==> config.mk <==
export PLATFORM = sky130hd
export DESIGN_NAME = edge_detector_array
export DESIGN_NICKNAME = d
export VERILOG_FILES = /design/src/rtl/edge_pkg.sv /design/src/rtl/edge_filter_ch.sv /design/src/rtl/edge_detector_array.sv
export SDC_FILE = /design/constraint.sdc
export NUM_CORES = 1
export LEC_CHECK = 0
export CAP_MARGIN = 20
export CORE_ASPECT_RATIO = 0.5
export CORE_MARGIN = 10
export CORE_UTILIZATION = 44
export DETAILED_ROUTE_END_ITERATION = 10
export PLACE_DENSITY_LB_ADDON = 0.3
export SYNTH_ARGS = -nofsm -noshare
export SYNTH_HDL_FRONTEND = slang
export SYNTH_HIERARCHICAL = 1
export SYNTH_SLANG_ARGS = --single-unit
==> constraint.sdc <==
create_clock -name CLK -period 3.55 [get_ports CLK]
set_clock_uncertainty 0.2 [all_clocks]
set_input_delay 1.065 -clock CLK [delete_from_list [all_inputs] [get_ports CLK]]
set_output_delay 1.065 -clock CLK [all_outputs]
set_load 0.01 [all_outputs]
==> src/rtl/edge_pkg.sv <==
// Package: edge_pkg
// Shared types and helpers for the multi-channel edge detector.
//   edge_mode_t   per-channel edge qualification mode (OFF/RISE/FALL/BOTH)
//   DEF_FILT_LEN  default glitch-filter length in cycles
//   edge_qualify  maps a rise/fall pulse pair onto a qualified edge for a mode
package edge_pkg;

  typedef enum logic [1:0] {
    EM_OFF  = 2'b00,
    EM_RISE = 2'b01,
    EM_FALL = 2'b10,
    EM_BOTH = 2'b11
  } edge_mode_t;

  localparam int DEF_FILT_LEN = 3;

  function automatic logic edge_qualify(input edge_mode_t mode_i,
                                        input logic       rise_i,
                                        input logic       fall_i);
    logic q;
    case (mode_i)
      EM_OFF:  q = 1'b0;
      EM_RISE: q = rise_i;
      EM_FALL: q = fall_i;
      EM_BOTH: q = rise_i | fall_i;
      default: q = 1'b0;
    endcase
    return q;
  endfunction

endpackage

==> src/rtl/edge_filter_ch.sv <==
// Module: edge_filter_ch
// One channel of the edge detector: synchroniser chain, glitch filter and
// registered rise/fall pulse generation.
// Ports:
//   clk_i      system clock
//   rst_i      asynchronous reset, active-high
//   sig_i      raw asynchronous input
//   level_o    filtered level (registered)
//   posedge_o  1-cycle pulse in the cycle level_o rises (registered)
//   negedge_o  1-cycle pulse in the cycle level_o falls (registered)
//   rise_o     combinational: level_o will rise at the next clock edge
//   fall_o     combinational: level_o will fall at the next clock edge
module edge_filter_ch
  import edge_pkg::*;
#(
  parameter int SYNC_STAGES = 2,
  parameter int FILT_LEN    = DEF_FILT_LEN
) (
  input  logic clk_i,
  input  logic rst_i,
  input  logic sig_i,
  output logic level_o,
  output logic posedge_o,
  output logic negedge_o,
  output logic rise_o,
  output logic fall_o
);

  localparam int                FCNT_W    = (FILT_LEN > 1) ? $clog2(FILT_LEN) : 1;
  localparam logic [FCNT_W-1:0] FCNT_LAST = FCNT_W'(FILT_LEN - 1);

  logic [SYNC_STAGES-1:0] sync_q;
  logic [FCNT_W-1:0]      fcnt_q, fcnt_d;
  logic                   level_q, level_d;
  logic                   pos_q, neg_q;
  logic                   sync_out_s, differ_s, toggle_s;

  assign sync_out_s = sync_q[SYNC_STAGES-1];
  assign differ_s   = sync_out_s ^ level_q;
  // The level flips on the FILT_LEN-th consecutive differing sample.
  assign toggle_s   = differ_s && (fcnt_q == FCNT_LAST);
  assign rise_o     = toggle_s & ~level_q;
  assign fall_o     = toggle_s & level_q;

  // Filter next-state: count differing samples, restart on agreement or toggle
  always_comb begin
    fcnt_d  = fcnt_q;
    level_d = level_q;
    if (!differ_s) begin
      fcnt_d = '0;
    end else if (toggle_s) begin
      fcnt_d  = '0;
      level_d = ~level_q;
    end else begin
      fcnt_d = fcnt_q + FCNT_W'(1);
    end
  end

  // Synchroniser, filter state and registered edge pulses
  always_ff @(posedge clk_i or posedge rst_i) begin
    if (rst_i) begin
      sync_q  <= '0;
      fcnt_q  <= '0;
      level_q <= 1'b0;
      pos_q   <= 1'b0;
      neg_q   <= 1'b0;
    end else begin
      sync_q  <= {sync_q[SYNC_STAGES-2:0], sig_i};
      fcnt_q  <= fcnt_d;
      level_q <= level_d;
      pos_q   <= rise_o;
      neg_q   <= fall_o;
    end
  end

  assign level_o   = level_q;
  assign posedge_o = pos_q;
  assign negedge_o = neg_q;

endmodule

==> src/rtl/edge_detector_array.sv <==
// Module: edge_detector_array
// Multi-channel edge detector for the ADC timing path. Each channel is
// synchronised and glitch-filtered, produces rise/fall pulses, a
// mode-qualified EDGE pulse and a saturating edge counter.
// Optional build macro: TIMESTAMP_EN -- when defined, a free-running
// timestamp is captured into TS on every qualified edge; otherwise TS is 0.
// Ports:
//   CLK      system clock
//   RST      asynchronous reset, active-high
//   SIG      raw asynchronous inputs, one per channel
//   MODE     per-channel edge_mode_t, channel i at [2i+1:2i]
//   CNT_CLR  synchronous per-channel counter clear
//   LEVEL    filtered levels
//   POSEDGE  1-cycle pulse on filtered rise (ungated)
//   NEGEDGE  1-cycle pulse on filtered fall (ungated)
//   EDGE     1-cycle pulse on mode-qualified edge
//   CNT      per-channel count of EDGE pulses, saturating
//   TS       per-channel timestamp of the last EDGE
module edge_detector_array
  import edge_pkg::*;
#(
  parameter int N_CH        = 4,
  parameter int SYNC_STAGES = 2,
  parameter int FILT_LEN    = DEF_FILT_LEN,
  parameter int CNT_W       = 16,
  parameter int TS_W        = 32
) (
  input  logic                   CLK,
  input  logic                   RST,
  input  logic [N_CH-1:0]        SIG,
  input  logic [2*N_CH-1:0]      MODE,
  input  logic [N_CH-1:0]        CNT_CLR,
  output logic [N_CH-1:0]        LEVEL,
  output logic [N_CH-1:0]        POSEDGE,
  output logic [N_CH-1:0]        NEGEDGE,
  output logic [N_CH-1:0]        EDGE,
  output logic [N_CH*CNT_W-1:0]  CNT,
  output logic [N_CH*TS_W-1:0]   TS
);

  localparam logic [CNT_W-1:0] CNT_MAX = {CNT_W{1'b1}};

`ifdef TIMESTAMP_EN
  logic [TS_W-1:0] ts_cnt_q;

  // Free-running timestamp, wraps naturally
  always_ff @(posedge CLK or posedge RST) begin
    if (RST) begin
      ts_cnt_q <= '0;
    end else begin
      ts_cnt_q <= ts_cnt_q + TS_W'(1);
    end
  end
`else
  assign TS = '0;
`endif

  for (genvar i = 0; i < N_CH; i++) begin : g_ch
    logic             rise_s, fall_s;
    logic             edge_d, edge_q;
    logic [CNT_W-1:0] cnt_q, cnt_d, cnt_inc_s;

    edge_filter_ch #(
      .SYNC_STAGES (SYNC_STAGES),
      .FILT_LEN    (FILT_LEN)
    ) u_filt (
      .clk_i     (CLK),
      .rst_i     (RST),
      .sig_i     (SIG[i]),
      .level_o   (LEVEL[i]),
      .posedge_o (POSEDGE[i]),
      .negedge_o (NEGEDGE[i]),
      .rise_o    (rise_s),
      .fall_o    (fall_s)
    );

    // MODE is sampled on the same edge that toggles the level, so a later
    // MODE change cannot touch a pulse that is already registered.
    assign edge_d = edge_qualify(edge_mode_t'(MODE[2*i +: 2]), rise_s, fall_s);

    // Counter next-state: saturating increment; a clear coinciding with an
    // EDGE keeps that edge (count restarts at 1).
    always_comb begin
      cnt_inc_s = cnt_q;
      if (edge_q && (cnt_q != CNT_MAX)) begin
        cnt_inc_s = cnt_q + CNT_W'(1);
      end else begin
        cnt_inc_s = cnt_q;
      end
      if (CNT_CLR[i]) begin
        cnt_d = edge_q ? CNT_W'(1) : '0;
      end else begin
        cnt_d = cnt_inc_s;
      end
    end

    // Qualified edge pulse and edge counter
    always_ff @(posedge CLK or posedge RST) begin
      if (RST) begin
        edge_q <= 1'b0;
        cnt_q  <= '0;
      end else begin
        edge_q <= edge_d;
        cnt_q  <= cnt_d;
      end
    end

    assign EDGE[i]               = edge_q;
    assign CNT[i*CNT_W +: CNT_W] = cnt_q;

`ifdef TIMESTAMP_EN
    logic [TS_W-1:0] ts_q;

    // Capture the pre-increment timestamp on the edge that registers EDGE
    always_ff @(posedge CLK or posedge RST) begin
      if (RST) begin
        ts_q <= '0;
      end else if (edge_d) begin
        ts_q <= ts_cnt_q;
      end else begin
        ts_q <= ts_q;
      end
    end

    assign TS[i*TS_W +: TS_W] = ts_q;
`endif
  end

endmodule

# Yosys cells after proc, flatten, opt, wreduce, memory -nomap -nowiden

Cells that the tools add are included.

Mux-type cells: 24
Reductions and logical operators: 20
Equal/unequal tests: 20
Add/subtract/negate cells: 8
Bitwise gates (word level): 20

Operator list:

| kind                  | count |
|---|---|
| $mux 16               | 8 |
| $add 16x1->16 const B | 4 |
| $ne 16x16->1 const B  | 4 |
| $eq 2x2->1 const B    | 12 |
| $mux 2                | 8 |
| $pmux 1 s4            | 4 |
| $add 2x1->2 const B   | 4 |
| $and 1x1->1           | 8 |
| $eq 2x1->1 const B    | 4 |
| $logic_and 1x1->1     | 8 |
| $logic_not 2->1       | 4 |
| $reduce_and 2->1      | 4 |
| $reduce_bool 2->1     | 4 |
| $mux 1                | 4 |
| $not 1->1             | 4 |
| $or 1x1->1            | 4 |
| $xor 1x1->1           | 4 |

Flip-flop bits (word level): 96
Output and inout bits: 208
Word-level logic and storage cells: 120
Input bits: 18

# Logic depth before layout (Yosys ltp)

Depth in word-level cells: 5
Gate-level depth with buffers: 7
Gate-level depth less buffers: 6

# Cells and area by module

The synthesis kept the hierarchy.

By module, submodules not included:

| module              | area each (µm²) | sequential area each (µm²) | cells an instance | instances |
|---|---|---|---|---|
| edge_detector_array | 4519.3          | 1701.6                     | 509               | 1 |
| edge_filter_ch      | 254.0           | 175.2                      | 15                | 4 |

# Least setup slack after synthesis

Ideal clock, no wire load.

Path kind: input-to-reg
From: in CNT_CLR[2]
To: reg g_ch[2].cnt_q[11]
Data arrival time: 1.652 ns
Buffers on the path: 2
Setup time: 0.132 ns
Path slack: 1.567 ns
Stages on the path: 3
Data required time: 3.218 ns
Cell sequence: buf_1 -> clkbuf_1 -> nor2_1

Word-level cells in the longest chain between the ends: 1
Elaborated cells between the ends (all ways): 2
Those cells by class: 1 x mux; 1 x reduce/logical

RTL lines:

| item                                         | RTL line                   | source |
|---|---|---|
| from (decl)                                  | edge_detector_array.sv:32  | `input logic [N_CH-1:0] CNT_CLR,` |
| $mux 16 or $reduce_bool 2->1 (tied branches) | n/a                        |  |
| to (signal assigned)                         | edge_detector_array.sv:104 | `cnt_q <= cnt_d;` |
| to (decl)                                    | edge_detector_array.sv:61  | `logic [CNT_W-1:0] cnt_q, cnt_d, cnt_inc_s;` |

Parallel ways exist; a longest one is shown, timed or not.
A chain may end at the register's enable or synchronous reset.

# Worst setup path in the final report

From: reg g_ch[3].edge_q
To: out EDGE[3]

RTL lines:

| item                   | RTL line                   | source |
|---|---|---|
| from (decl)            | edge_detector_array.sv:60  | `logic edge_d, edge_q;` |
| from (signal assigned) | edge_detector_array.sv:103 | `edge_q <= edge_d;` |
| to (decl)              | edge_detector_array.sv:36  | `output logic [N_CH-1:0] EDGE,` |

No word-level cell between the ends.

==> qor.yml <==
detailed_routing:
  drt_iter0_drc: 135
  antenna_left: 0
  wire_per_inst_um: 15.18
  drt-total-wl_um: 12640
  drt_first_pass_iters: 4
  via_count: 3923
  drcViolationCount: 0
  viasPerCell: 4.709
setup_path:
  cpMaxStageDelayCell: "clkdlybuf4s50_1"
  crit_arrival_ns: 1.47
  crit_chain: "clkdlybuf4s50_1"
  worst_r2r_path_depth: 5
  reg2reg_from: "g_ch[2].cnt_q[11]"
  cp_max_fo: 10
  worstSetupEndpointType: "output pin"
  worst-setup-path-type: "reg2out"
  cpPeakStageDelay_ns: 0.62
  path_buf_inv: 1
  reg2reg_slack_ns: 1.36
  required_ns: 2.28
  critPathTopFamily: "buffers and inverters"
  r2r_end: "g_ch[2].cnt_q[11]"
  worstSetupStartpointType: "flop"
synth:
  synthesis.instances: 569
  yosysSeqAreaShare_pct: 43.40
  synth_area_leader_cell: "dfrtp_1"
  synth-main-ff-cell: "dfrtp_1"
  async_flop_share_pct: 100.0
  synth-seq-cells: 96
  synth_edf_count: 0
  yosys.cell_count.top_type: "buf_4"
  synth_cell_types: 47
  synthesis.area_mm2: 0.005535
  synth_area_leaders: "dfrtp_1, buf_4, nor2_1"
  synth_commonest_cells: "buf_4, dfrtp_1, nor2_1, nand2_1, nor3_1"
  avgSynthCellArea_um2: 9.728
  synth_warnings: 6
  synth_top_area_share_pct: 43.40
outcome:
  status: "finished clean"
worst_hold_path:
  hold_end: "g_ch[1].u_filt/sync_q[1]"
  holdPathStages: 0
  hold_class: "reg2reg"
  hold_path_startpoint: "g_ch[1].u_filt/sync_q[0]"
die:
  ios: 226
  die_w_um: 178.6
  floorplan.initialDensity_pct: 45.93
  core_area_mm2: 0.01205
  die_area_mm2: 0.01774
  die_h_um: 99.31
  rows: 28
layout:
  post-route-util_pct: 54.57
  num-nets-final: 685
  diodes: 0
  syn2layout_area_growth_pct: 18.81
  fill_cells: 1072
  drive_above_1_share_pct: 6.886
sta:
  slew_headroom_pct: 51.22
  fmax_mhz: 365.7
  hold_violations: 0
  worstMarginPinSlew_ns: 0.7250
  rsz0062_at_grt: "false"
  setup_viol: 0
  maxSlewViolCount: 0
  period_share_pct: 77.03
  period_needed_ns: 2.735
  tns_ns: 0
  hold_slack_ns: 0.1478
placed_design:
  finalWeightedCongestion: 0.8423
  port_buffers: 97
  dp_hpwl_um: 9935
power_and_ir_drop:
  ir_worst_vdd_v: 0.0003414
  powerDensity_mw_per_mm2: 461.4
  p_leak_uw: 0.002892
  power_uw: 3034
global_routing:
  grt_usage_pct: 13.53
  first_global_vias: 3836
  antenna_found_initial: 0
  overflow: 0
  grt_pass1_wl_um: 20000
  grt_max_degree: 35
clocking:
  holdBufCountCts: 0
  post_cts_buffers: 0
  cts.htree.levels: 3
  cts_buffer_depth: 2
  postCtsResizedCells: 0
  clock-sinks: 96
  cts_made_buffers: 9
  clk_pin_slew_worst_paths_ns: 0.07
  cts_tree: "built"
  clockRootBuffer: "clkbuf_16"
  worstSkewPairLatency_ns: 0.34
job:
  drv_cap: 0
==> power by group <==
part           internal (uW)  switching [uW]
Combinational            238             228
Clock                    869             402
Sequential              1190             110
Total                   2290             741
==> worst max-delay path by stage <==
stage	startpoint	to	slack (ns)	depth (start not counted)
2_1_floorplan	RST	g_ch[0].cnt_q[0]	0.57	1
3_3_place_gp	CNT_CLR[1]	g_ch[1].cnt_q[0]	0.93	4
3_5_place_dp	CNT_CLR[1]	g_ch[1].cnt_q[0]	0.92	4
4_1_cts	g_ch[3].edge_q	EDGE[3]	0.79	1
5_1_grt	g_ch[3].edge_q	EDGE[3]	0.72	1
6_report	g_ch[3].edge_q	EDGE[3]	0.82	1
==> per-layer routing <==
layer  up-vias  track usage (%)  wire length [um]
met5         -                0                 0
met4         0            3.095                97
met3        11            4.415              1188
met2       137            22.81              6093
met1      1885            16.54              5261
li1       1890                -                 -
==> layout make-up <==
type | instances | area (um2) | area share (%)
clock buffer | 11 | 252.7 | 3.843
timing repair buffer | 100 | 993.5 | 15.11
inverter | 7 | 26.28 | 0.3995
tap | 165 | 206.4 | 3.139
clock inverter | 5 | 150.1 | 2.283
multi-input combinational | 449 | 2545 | 38.70
sequential | 96 | 2402 | 36.53
==> registers in the layout, summed over array words and instances (netlist names) <==
| register | cells |
|---|---|
| g_ch.u_filt/negedge_o | 4 |
| g_ch.u_filt/posedge_o | 4 |
| g_ch.edge_q | 4 |
| g_ch.u_filt/sync_q | 8 |
| g_ch.cnt_q | 64 |
| g_ch.u_filt/fcnt_q | 8 |
| g_ch.u_filt/level_o | 4 |
==> through the flow <==
stage	worst slack, ns	instance area [um2]	instances
4_1_cts	0.7876	6576	833
3_3_place_gp	0.9274	6173	817
3_5_place_dp	0.9223	6173	817
5_1_grt	0.7219	6576	833
6_report	0.8155	6576	833
2_1_floorplan	0.5735	6012	696
==> cell families (layout without fill, tap and decap cells) <==
logic type / count (synthesis) / after routing / synth area share, %
and+or+nand+nor: 223 / 223 / 22.72
buffers and inverters: 151 / 123 / 19.24
DFF: 96 / 96 / 43.40
AOI/OAI and AO/OA: 43 / 43 / 5.063
xor gates and xnor gates: 43 / 43 / 6.804
muxes: 8 / 8 / 1.808
adders and majority gates: 4 / 4 / 0.9042
other: 1 / 128 / 0.06775
==> cell usage in the layout (no fill, tap or decap), drive strengths merged, types with 2 or more instances in the layout <==
| cell | count |
|---|---|
| nand3b | 3 |
| nand4 | 21 |
| xnor2 | 21 |
| xor2 | 22 |
| o21ai | 11 |
| bufinv | 5 |
| and2 | 2 |
| mux2i | 4 |
| dfrtp | 96 |
| a22o | 4 |
| ha | 4 |
| and3 | 10 |
| o211ai | 5 |
| or3 | 10 |
| nand2 | 34 |
| nor3 | 25 |
| clkdlybuf4s50 | 97 |
| buf | 3 |
| or4 | 2 |
| nor3b | 5 |
| nor4 | 10 |
| a21oi | 14 |
| nand3 | 17 |
| o2111ai | 4 |
| nor2 | 56 |
| and4 | 9 |
| nand2b | 4 |
| and3b | 8 |
| mux2 | 4 |
| clkbuf | 11 |
| conb | 128 |
| nor2b | 5 |
| inv | 7 |
Power figures use the tool's default switching activity.
